==> config.mk <==
export PLATFORM = sky130hd
export DESIGN_NAME = vga_timing_pipe
export DESIGN_NICKNAME = d
export VERILOG_FILES = /design/src/rtl/vga_pkg.sv /design/src/rtl/vga_delay_line.sv /design/src/rtl/vga_timing_pipe.sv
export SDC_FILE = /design/constraint.sdc
export NUM_CORES = 1
export LEC_CHECK = 0
export BUFFER_PORTS_ARGS = -buffer_cell sky130_fd_sc_hd__buf_2
export CAP_MARGIN = 20
export CORE_MARGIN = 2
export CORE_UTILIZATION = 55
export CTS_CLUSTER_SIZE = 24
export DETAILED_ROUTE_END_ITERATION = 12
export PLACE_DENSITY = 0.89
export SLEW_MARGIN = 0
export SYNTH_ARGS = -nofsm -noshare
export SYNTH_HDL_FRONTEND = slang
export SYNTH_HIERARCHICAL = 1
export SYNTH_SLANG_ARGS = --single-unit
==> constraint.sdc <==
create_clock -name vgaclk -period 2.9 [get_ports vgaclk]
set_input_delay 0 -clock vgaclk [delete_from_list [all_inputs] [get_ports vgaclk]]
set_output_delay 0 -clock vgaclk [all_outputs]
set_load 0.02 [all_outputs]
==> src/rtl/vga_pkg.sv <==
// Shared VGA timing description, the standard 640x480@60 timing set and the
// colour-depth expansion helper used by the pixel output stage.
package vga_pkg;

  typedef struct packed {
    int h_active;
    int h_fp;
    int h_sync;
    int h_bp;
    int v_active;
    int v_fp;
    int v_sync;
    int v_bp;
  } vga_timing_t;

  localparam vga_timing_t VGA_640X480_60 = '{
    h_active: 32'd640, h_fp: 32'd16, h_sync: 32'd96, h_bp: 32'd48,
    v_active: 32'd480, v_fp: 32'd10, v_sync: 32'd2,  v_bp: 32'd33
  };

  // MSB-first bit replication: the input pattern is repeated from the top down
  // so full-scale and zero inputs map to full-scale and zero outputs.
  function automatic logic [31:0] expand_color(input logic [31:0] value,
                                               input int in_w,
                                               input int out_w);
    logic [31:0] res;
    res = 32'd0;
    for (int k = 0; k < 32; k++) begin
      if (k < out_w) begin
        res[out_w - 1 - k] = value[in_w - 1 - (k % in_w)];
      end
    end
    return res;
  endfunction

endpackage

==> src/rtl/vga_delay_line.sv <==
// Enable-gated shift register with synchronous reset to a fixed value;
// DEPTH=0 degenerates to a plain wire.
module vga_delay_line #(
  parameter int             W       = 1,
  parameter int             DEPTH   = 1,
  parameter logic [W-1:0]   RST_VAL = {W{1'b0}}
) (
  input  logic         vgaclk,
  input  logic         rst,
  input  logic         en,
  input  logic [W-1:0] din,
  output logic [W-1:0] dout
);

  if (DEPTH == 0) begin : g_pass
    assign dout = din;
  end else begin : g_shift
    logic [W-1:0] stage_r [DEPTH];

    // Shift one stage per enabled cycle; reset loads every stage with RST_VAL.
    always_ff @(posedge vgaclk) begin
      if (rst) begin
        for (int i = 0; i < DEPTH; i++) begin
          stage_r[i] <= RST_VAL;
        end
      end else if (en) begin
        stage_r[0] <= din;
        for (int i = 1; i < DEPTH; i++) begin
          stage_r[i] <= stage_r[i-1];
        end
      end
    end

    assign dout = stage_r[DEPTH-1];
  end

endmodule

==> src/rtl/vga_timing_pipe.sv <==
// Parametrised VGA raster generator whose sync/DE/colour outputs are delayed
// to line up with a pixel source that has PIPE enabled cycles of latency.
module vga_timing_pipe
  import vga_pkg::*;
#(
  parameter int   H_ACTIVE = VGA_640X480_60.h_active,
  parameter int   H_FP     = VGA_640X480_60.h_fp,
  parameter int   H_SYNC   = VGA_640X480_60.h_sync,
  parameter int   H_BP     = VGA_640X480_60.h_bp,
  parameter int   V_ACTIVE = VGA_640X480_60.v_active,
  parameter int   V_FP     = VGA_640X480_60.v_fp,
  parameter int   V_SYNC   = VGA_640X480_60.v_sync,
  parameter int   V_BP     = VGA_640X480_60.v_bp,
  parameter logic HS_POL   = 1'b0,
  parameter logic VS_POL   = 1'b0,
  parameter int   CW       = 10,
  parameter int   IN_R_W   = 3,
  parameter int   IN_G_W   = 3,
  parameter int   IN_B_W   = 2,
  parameter int   OUT_W    = 4,
  parameter int   PIPE     = 1
) (
  input  logic              vgaclk,
  input  logic              rst,
  input  logic              en,
  input  logic [IN_R_W-1:0] input_red,
  input  logic [IN_G_W-1:0] input_green,
  input  logic [IN_B_W-1:0] input_blue,
  output logic [CW-1:0]     hc_out,
  output logic [CW-1:0]     vc_out,
  output logic              fetch_active,
  output logic              hsync,
  output logic              vsync,
  output logic              de,
  output logic              line_start,
  output logic              frame_start,
  output logic [OUT_W-1:0]  red,
  output logic [OUT_W-1:0]  green,
  output logic [OUT_W-1:0]  blue
);

  localparam int H_TOTAL = H_ACTIVE + H_FP + H_SYNC + H_BP;
  localparam int V_TOTAL = V_ACTIVE + V_FP + V_SYNC + V_BP;

  localparam logic [CW-1:0] H_LAST  = CW'(H_TOTAL - 1);
  localparam logic [CW-1:0] V_LAST  = CW'(V_TOTAL - 1);
  localparam logic [CW-1:0] H_ACT_C = CW'(H_ACTIVE);
  localparam logic [CW-1:0] V_ACT_C = CW'(V_ACTIVE);
  localparam logic [CW-1:0] HS_BEG  = CW'(H_ACTIVE + H_FP);
  localparam logic [CW-1:0] HS_END  = CW'(H_ACTIVE + H_FP + H_SYNC);
  localparam logic [CW-1:0] VS_BEG  = CW'(V_ACTIVE + V_FP);
  localparam logic [CW-1:0] VS_END  = CW'(V_ACTIVE + V_FP + V_SYNC);
  localparam logic [CW-1:0] ZERO_C  = {CW{1'b0}};

  // Flag bundle layout: {hs, vs, de, line_start, frame_start}
  localparam int           FW        = 5;
  localparam logic [FW-1:0] FLAG_IDLE = {~HS_POL, ~VS_POL, 3'b000};

  if ((H_TOTAL - 1) >= (2 ** CW) || (V_TOTAL - 1) >= (2 ** CW)) begin : g_chk_cw
    $error("vga_timing_pipe: CW too small for H_TOTAL/V_TOTAL");
  end
  if (H_FP < 1 || H_SYNC < 1 || H_BP < 1 || V_FP < 1 || V_SYNC < 1 || V_BP < 1) begin : g_chk_porch
    $error("vga_timing_pipe: porch and sync widths must be at least 1");
  end
  if (PIPE < 0 || PIPE > 4) begin : g_chk_pipe
    $error("vga_timing_pipe: PIPE must be 0..4");
  end
  if (IN_R_W < 1 || IN_G_W < 1 || IN_B_W < 1 ||
      IN_R_W > OUT_W || IN_G_W > OUT_W || IN_B_W > OUT_W) begin : g_chk_cwidth
    $error("vga_timing_pipe: input colour widths must be 1..OUT_W");
  end

  logic [CW-1:0]    hc_r, vc_r;
  logic             fetch_s, hs_win_s, vs_win_s;
  logic [FW-1:0]    flags_s, flags_d_s;
  logic [OUT_W-1:0] red_x_s, green_x_s, blue_x_s;
  logic             hsync_r, vsync_r, de_r, line_start_r, frame_start_r;
  logic [OUT_W-1:0] red_r, green_r, blue_r;

  // Raster counters: column wraps every line, row wraps every frame.
  always_ff @(posedge vgaclk) begin
    if (rst) begin
      hc_r <= ZERO_C;
      vc_r <= ZERO_C;
    end else if (en) begin
      if (hc_r == H_LAST) begin
        hc_r <= ZERO_C;
        vc_r <= (vc_r == V_LAST) ? ZERO_C : vc_r + CW'(1'b1);
      end else begin
        hc_r <= hc_r + CW'(1'b1);
      end
    end
  end

  assign fetch_s  = (hc_r < H_ACT_C) && (vc_r < V_ACT_C);
  assign hs_win_s = (hc_r >= HS_BEG) && (hc_r < HS_END);
  assign vs_win_s = (vc_r >= VS_BEG) && (vc_r < VS_END);
  assign flags_s  = {hs_win_s ? HS_POL : ~HS_POL,
                     vs_win_s ? VS_POL : ~VS_POL,
                     fetch_s,
                     hc_r == ZERO_C,
                     (hc_r == ZERO_C) && (vc_r == ZERO_C)};

  vga_delay_line #(
    .W      (FW),
    .DEPTH  (PIPE),
    .RST_VAL(FLAG_IDLE)
  ) u_flag_dly (
    .vgaclk(vgaclk),
    .rst   (rst),
    .en    (en),
    .din   (flags_s),
    .dout  (flags_d_s)
  );

  assign red_x_s   = OUT_W'(expand_color(32'(input_red),   IN_R_W, OUT_W));
  assign green_x_s = OUT_W'(expand_color(32'(input_green), IN_G_W, OUT_W));
  assign blue_x_s  = OUT_W'(expand_color(32'(input_blue),  IN_B_W, OUT_W));

  // Output stage: colour is captured together with the flags it belongs to,
  // and forced to black outside the active area.
  always_ff @(posedge vgaclk) begin
    if (rst) begin
      hsync_r       <= ~HS_POL;
      vsync_r       <= ~VS_POL;
      de_r          <= 1'b0;
      line_start_r  <= 1'b0;
      frame_start_r <= 1'b0;
      red_r         <= {OUT_W{1'b0}};
      green_r       <= {OUT_W{1'b0}};
      blue_r        <= {OUT_W{1'b0}};
    end else if (en) begin
      hsync_r       <= flags_d_s[4];
      vsync_r       <= flags_d_s[3];
      de_r          <= flags_d_s[2];
      line_start_r  <= flags_d_s[1];
      frame_start_r <= flags_d_s[0];
      red_r         <= flags_d_s[2] ? red_x_s   : {OUT_W{1'b0}};
      green_r       <= flags_d_s[2] ? green_x_s : {OUT_W{1'b0}};
      blue_r        <= flags_d_s[2] ? blue_x_s  : {OUT_W{1'b0}};
    end
  end

  assign hc_out       = hc_r;
  assign vc_out       = vc_r;
  assign fetch_active = fetch_s;
  assign hsync        = hsync_r;
  assign vsync        = vsync_r;
  assign de           = de_r;
  assign line_start   = line_start_r;
  assign frame_start  = frame_start_r;
  assign red          = red_r;
  assign green        = green_r;
  assign blue         = blue_r;

endmodule

==> results of run 1 <==
worst paths after layout:
kind,to,start,cells after the start
setup / recovery,vc_out[4],hc_out[0],5
hold / removal,hsync,en,3
setup reg to reg,vc_out[4],hc_out[0],5
hold reg to reg,hsync,u_flag_dly/g_shift.stage_r[0][4],2
registers in the layout (all words and copies together), names as in the netlist:
signal / count
hsync: 1
frame_start: 1
red: 3
green: 3
hc_out: 10
blue: 2
de: 1
line_start: 1
vc_out: 10
vsync: 1
u_flag_dly/g_shift.stage_r: 5
Yosys cell counts (2+ instances only):
library cell | instances | share of area
a21oi_1 | 9 | 0.025
a22oi_1 | 8 | 0.034
and2_1 | 2 | 0.0070
and3b_2 | 4 | 0.023
and4_1 | 5 | 0.025
buf_4 | 5 | 0.021
buf_6 | 3 | 0.019
clkbuf_1 | 3 | 0.0063
dfxtp_1 | 33 | 0.37
edfxtp_1 | 5 | 0.084
ha_1 | 4 | 0.028
inv_1 | 6 | 0.013
mux2i_1 | 6 | 0.034
nand2_1 | 9 | 0.019
nand3_1 | 7 | 0.020
nand4_1 | 5 | 0.018
nor2_1 | 28 | 0.059
nor3_1 | 3 | 0.0084
nor4_1 | 3 | 0.011
nor4b_1 | 2 | 0.0099
o21ai_0 | 6 | 0.017
or3_1 | 5 | 0.018
or3_2 | 2 | 0.0084
or3b_1 | 2 | 0.0099
xnor2_1 | 6 | 0.030
xor2_1 | 5 | 0.025
cell type report:
| type | count | area [sq um] | area share |
|---|---|---|---|
| Clock buffer | 6 | 51.3 | 0.0234 |
| Clock inverter | 2 | 60.1 | 0.0274 |
| Inverter | 7 | 26.3 | 0.0120 |
| Multi-Input combinational cell | 129 | 835 | 0.381 |
| Sequential cell | 38 | 811 | 0.370 |
| Tap cell | 44 | 55.1 | 0.0252 |
| Timing Repair Buffer | 59 | 350 | 0.160 |
logic make-up after synthesis:
group | after synthesis
compound gates | 26
xor+xnor | 11
fa+ha+maj | 4
buf+inv | 21
flops | 38
mux | 6
simple gates | 82
power by group through the flow:
stage / registers (mW) / clock network (mW) / logic, mW
final: 0.555 / 0.470 / 0.0895
after global routing: 0.557 / 0.498 / 0.0974
after CTS: 0.555 / 0.473 / 0.0889
after detailed placement: 0.567 / 0 / 0.0781
after global placement: 0.566 / 0 / 0.0751
after floorplan: 0.578 / 0 / 0.0407
per-layer routing:
metal  routed length [microns]  vias to the layer above  share of wire
met5                         0                        -              0
met4                        89                        0          0.022
met3                       286                       14          0.072
met2                      2020                       76           0.51
met1                      1570                      714           0.40
li1                          -                      772              -
what timing repair did:
item	CTS	global route
hold endpoints to repair	11	0
setup buffers	0	0
hold buffers	11	0
worst max-delay path, cell delays in order (launching register included):
cell and delay, ns:
dfxtp_1 0.42, ha_1 0.18, and4_1 0.36, nand4_4 0.25, o31ai_2 0.70, nor2_1 0.12
==> results.sh, run 1 <==
export IMPL_status="finished, final reports clean"
export IMPL_synth_ff_type="dfxtp_1"
export IMPL_start_util=0.582
export IMPL_maxCapViolations=0
export IMPL_postLayoutSetupSlackWorst_ns=0.736
export IMPL_grt_max_degree=21
export IMPL_grt_setup_unrepaired="false"
export IMPL_ant_nets=0
export IMPL_io_pins=49
export IMPL_grt_pass1_wl_microns=6150
export IMPL_antenna_cells=0
export IMPL_postSynthCellCount=188
export IMPL_p_sw_mw=0.236
export IMPL_vdd_drop_max_mv=0.356
export IMPL_setup_tns_ns=0
export IMPL_hold_viol_final=0
export IMPL_utilization=0.717
export IMPL_synth_area_mux_share=0.0338
export IMPL_dieHeight_microns=60.9
export IMPL_fillers=244
export IMPL_worstPathRequired_ns=3.12
export IMPL_clkPwrFrac=0.421
export IMPL_die_x_microns=60.9
export IMPL_grt_antenna_before_repair=0
export IMPL_crit_path_end_kind="flip-flop"
export IMPL_grt_usage=0.233
export IMPL_wl_per_cell_microns=13.9
export IMPL_pwr_share_comb=0.080
export IMPL_final_period_utilization=0.746
export IMPL_synth_edf_count=5
export IMPL_yosys_area_share_simple=0.262
export IMPL_dp_cells=266
export IMPL_max_slew_worst_pin_slew_ns=0.727
export IMPL_initialDrtViolationCount=82
export IMPL_clock_root_buffer="clkbuf_4"
export IMPL_via_per_inst=5.53
export IMPL_clock_fmax_mhz=462
export IMPL_final_cell_mix="buf_2, dfxtp_1, nor2_1"
export IMPL_cellPowerDensity_nw_per_um2=509
export IMPL_hold_class="input port to flip-flop"
export IMPL_setup_worst_path_class="flip-flop to flip-flop"
export IMPL_slew_headroom=0.512
export IMPL_synth_top_family_by_area="simple AND/OR/NAND/NOR gates"
export IMPL_leakagePower_nw=0.938
export IMPL_drive_gt1_frac=0.266
export IMPL_fin_area_sq_um=2190
export IMPL_tritoncts="built"
export IMPL_place_congestion=0.804
export IMPL_use_met3=0.0533
export IMPL_cp_max_fo=14
export IMPL_start_kind="flip-flop"
export IMPL_drv_slew=0
export IMPL_whs_ns=0.0815
export IMPL_finalClockSkew_ns=0.0107
export IMPL_drc=0
export IMPL_layout_nets=255
export IMPL_cp_data_arrival_time_ns=2.39
export IMPL_globalRoute_totalOverflow=0
export IMPL_place_ws_ns=0.801
export IMPL_drtPass1Iterations=4
export IMPL_final_cells=285
export IMPL_ys_ff_latch=38
export IMPL_use_met2=0.396
export IMPL_layout_commonest_cell="buf_2"
export IMPL_power_mw=1.11
export IMPL_dieArea_sq_um=3700
export IMPL_io_buffers=48
export IMPL_synth_area_sq_um=1780
export IMPL_yosysWarnings=6
export IMPL_first_global_vias=1346
export IMPL_path_clk_slew_ns=0.12
export IMPL_core_area_sq_um=3050
export IMPL_cts_buffers=5
export IMPL_synth_nets=203
export IMPL_ys_types=38
export IMPL_syn_to_final_growth_pct=23.1
export IMPL_cts_resized=0
export IMPL_cts_sinks=38
export IMPL_synth_xor_area_frac=0.0542
export IMPL_htree_num_levels=2
export IMPL_gr_usage_met1=0.269
export IMPL_min_period_ns=2.16
export IMPL_clk_path_buf_depth=2
export IMPL_vias=1576
export IMPL_reg2reg_slack_ns=0.74
export IMPL_synth_fa_ha_area_frac=0.0281
export IMPL_seqPwrFrac=0.498
export IMPL_p_int_mw=0.878
export IMPL_busiest_layer="met2"
export IMPL_rows=20
export IMPL_hpwl_microns=2520
export IMPL_routed_wl_microns=3960
export IMPL_netSwitchingFraction=0.212
export IMPL_placed_area_sq_um=1970
export IMPL_worstSkewPairLatency_ns=0.36
export IMPL_async_reset_ff_frac=0
export IMPL_setup_viol=0
export IMPL_synth_compound_area_frac=0.0915
export IMPL_synth_area_per_cell_sq_um=9.46
export IMPL_ys_seq_area_frac=0.456
Power figures use the tool's default switching activity.
==> inputs of run 2 (changes only) <==
--- a/config.mk
+++ b/config.mk
@@ -8,10 +8,10 @@
 export BUFFER_PORTS_ARGS = -buffer_cell sky130_fd_sc_hd__buf_2
 export CAP_MARGIN = 20
 export CORE_MARGIN = 2
-export CORE_UTILIZATION = 55
+export CORE_UTILIZATION = 46
 export CTS_CLUSTER_SIZE = 24
 export DETAILED_ROUTE_END_ITERATION = 12
-export PLACE_DENSITY = 0.89
+export PLACE_DENSITY = 0.8
 export SLEW_MARGIN = 0
 export SYNTH_ARGS = -nofsm -noshare
 export SYNTH_HDL_FRONTEND = slang
==> constraint.sdc (replaced) <==
create_clock -name vgaclk -period 1.7 [get_ports vgaclk]
set_input_delay 0 -clock vgaclk [delete_from_list [all_inputs] [get_ports vgaclk]]
set_output_delay 0 -clock vgaclk [all_outputs]
set_load 0.02 [all_outputs]
==> results.sh, run 2 (synthesis results as in run 1) <==
export IMPL_setup_viol=0
export IMPL_worstPathRequired_ns=1.93
export IMPL_place_congestion=0.791
export IMPL_final_cell_mix="buf_2, dfxtp_1, nor2_1"
export IMPL_utilization=0.638
export IMPL_worstSkewPairLatency_ns=0.30
export IMPL_dieArea_sq_um=4380
export IMPL_clk_path_buf_depth=2
export IMPL_initialDrtViolationCount=55
export IMPL_clock_root_buffer="clkbuf_8"
export IMPL_grt_antenna_before_repair=0
export IMPL_drv_slew=0
export IMPL_drive_gt1_frac=0.351
export IMPL_grt_pass1_wl_microns=6500
export IMPL_first_global_vias=1493
export IMPL_hold_viol_final=0
export IMPL_cp_data_arrival_time_ns=1.89
export IMPL_setup_worst_path_class="flip-flop to flip-flop"
export IMPL_syn_to_final_growth_pct=32.3
export IMPL_grt_setup_unrepaired="true"
export IMPL_hold_class="input port to flip-flop"
export IMPL_globalRoute_totalOverflow=0
export IMPL_max_slew_worst_pin_slew_ns=0.320
export IMPL_routed_wl_met2_microns=2050
export IMPL_path_clk_slew_ns=0.08
export IMPL_route_met3_wl_microns=267
export IMPL_wl_met1_microns=1740
export IMPL_antenna_cells=0
export IMPL_grt_max_degree=21
export IMPL_routed_wl_microns=4110
export IMPL_layout_commonest_cell="buf_2"
export IMPL_clock_fmax_mhz=603
export IMPL_via_per_inst=5.29
export IMPL_rows=22
export IMPL_io_buffers=48
export IMPL_min_period_ns=1.66
export IMPL_die_x_microns=66.2
export IMPL_hpwl_microns=2820
export IMPL_topRoutingLayerUsed="met4"
export IMPL_slew_headroom=0.787
export IMPL_io_pins=49
export IMPL_final_period_utilization=0.975
export IMPL_vdd_drop_max_mv=0.538
export IMPL_start_kind="flip-flop"
export IMPL_status="finished, final reports clean"
export IMPL_setup_tns_ns=0
export IMPL_maxCapViolations=0
export IMPL_start_util=0.482
export IMPL_layout_nets=273
export IMPL_wl_per_cell_microns=13.4
export IMPL_whs_ns=0.0650
export IMPL_vias=1624
export IMPL_cellPowerDensity_nw_per_um2=799
export IMPL_cts_sinks=38
export IMPL_core_area_sq_um=3690
export IMPL_finalClockSkew_ns=0.00635
export IMPL_dieHeight_microns=66.2
export IMPL_reg2reg_slack_ns=0.04
export IMPL_grt_usage=0.198
export IMPL_crit_path_end_kind="flip-flop"
export IMPL_drc=0
export IMPL_cts_buffers=5
export IMPL_htree_num_levels=2
export IMPL_cp_max_fo=9
export IMPL_drtPass1Iterations=4
export IMPL_leakagePower_nw=1.03
export IMPL_tritoncts="built"
export IMPL_ant_nets=0
-- run 2: cell types whose count changed in the layout (fill, tap and decap cells not counted), sizes merged --
cell         previous run  this run
buf                    48        69
bufinv                  2         1
clkbuf                  6         5
clkinvlp                0         2
dlygate4sd3            11         8
-- run 2: repair_timing --
action | 4_1_cts | 5_1_grt
resized for setup | 1 | 2
endpoints found under the hold margin | 8 | 0
pin swaps | 1 | 3
hold buffers | 8 | 0
setup buffers | 1 | 0
endpoints found under the setup margin | 1 | 5
-- run 2: stage by stage --
step	power, mW	instance area, sq um	instances	setup slack [ns]
floorplan	1.06	1800	188	0.00772
global placement	1.11	2140	290	0.0163
detailed placement	1.11	2140	290	0.00861
CTS	1.90	2340	307	0.0246
global route	1.95	2350	307	-0.0179
finish	1.88	2350	307	0.0423
-- run 2: critical path: stages, from the launching register on --
cell     delay (ns)
dfxtp_4        0.34
ha_1           0.16
and4_4         0.25
nand4_4        0.18
or3_2          0.50
a21oi_1        0.16
-- run 2: final cells by class --
class | instances | area (sq um)
Fill cell | 326 | 1340
Multi-Input combinational cell | 129 | 850
Sequential cell | 38 | 821
Timing Repair Buffer | 77 | 482
Clock buffer | 5 | 68.8
Tap cell | 48 | 60.1
Clock inverter | 3 | 45.0
Inverter | 7 | 26.3
-- run 2: power breakdown --
| part | switching (mW) | internal (mW) |
|---|---|---|
| Combinational | 0.0910 | 0.0744 |
| Clock | 0.335 | 0.436 |
| Sequential | 0.0106 | 0.932 |
-- run 2: routing by layer --
metal / track usage / vias to the layer above
li1: - / 799
met1: 0.226 / 759
met2: 0.345 / 61
met3: 0.0494 / 5
met4: 0.0918 / 0
met5: 0 / -
-- run 2: path summary, 6_finish.rpt --
path | start | end | cells after the start
worst min-delay path | rst | green[2] | 2
worst min register to register | vsync | vsync | 2
worst max-delay path | hc_out[0] | vc_out[3] | 5
worst max register to register | hc_out[0] | vc_out[3] | 5
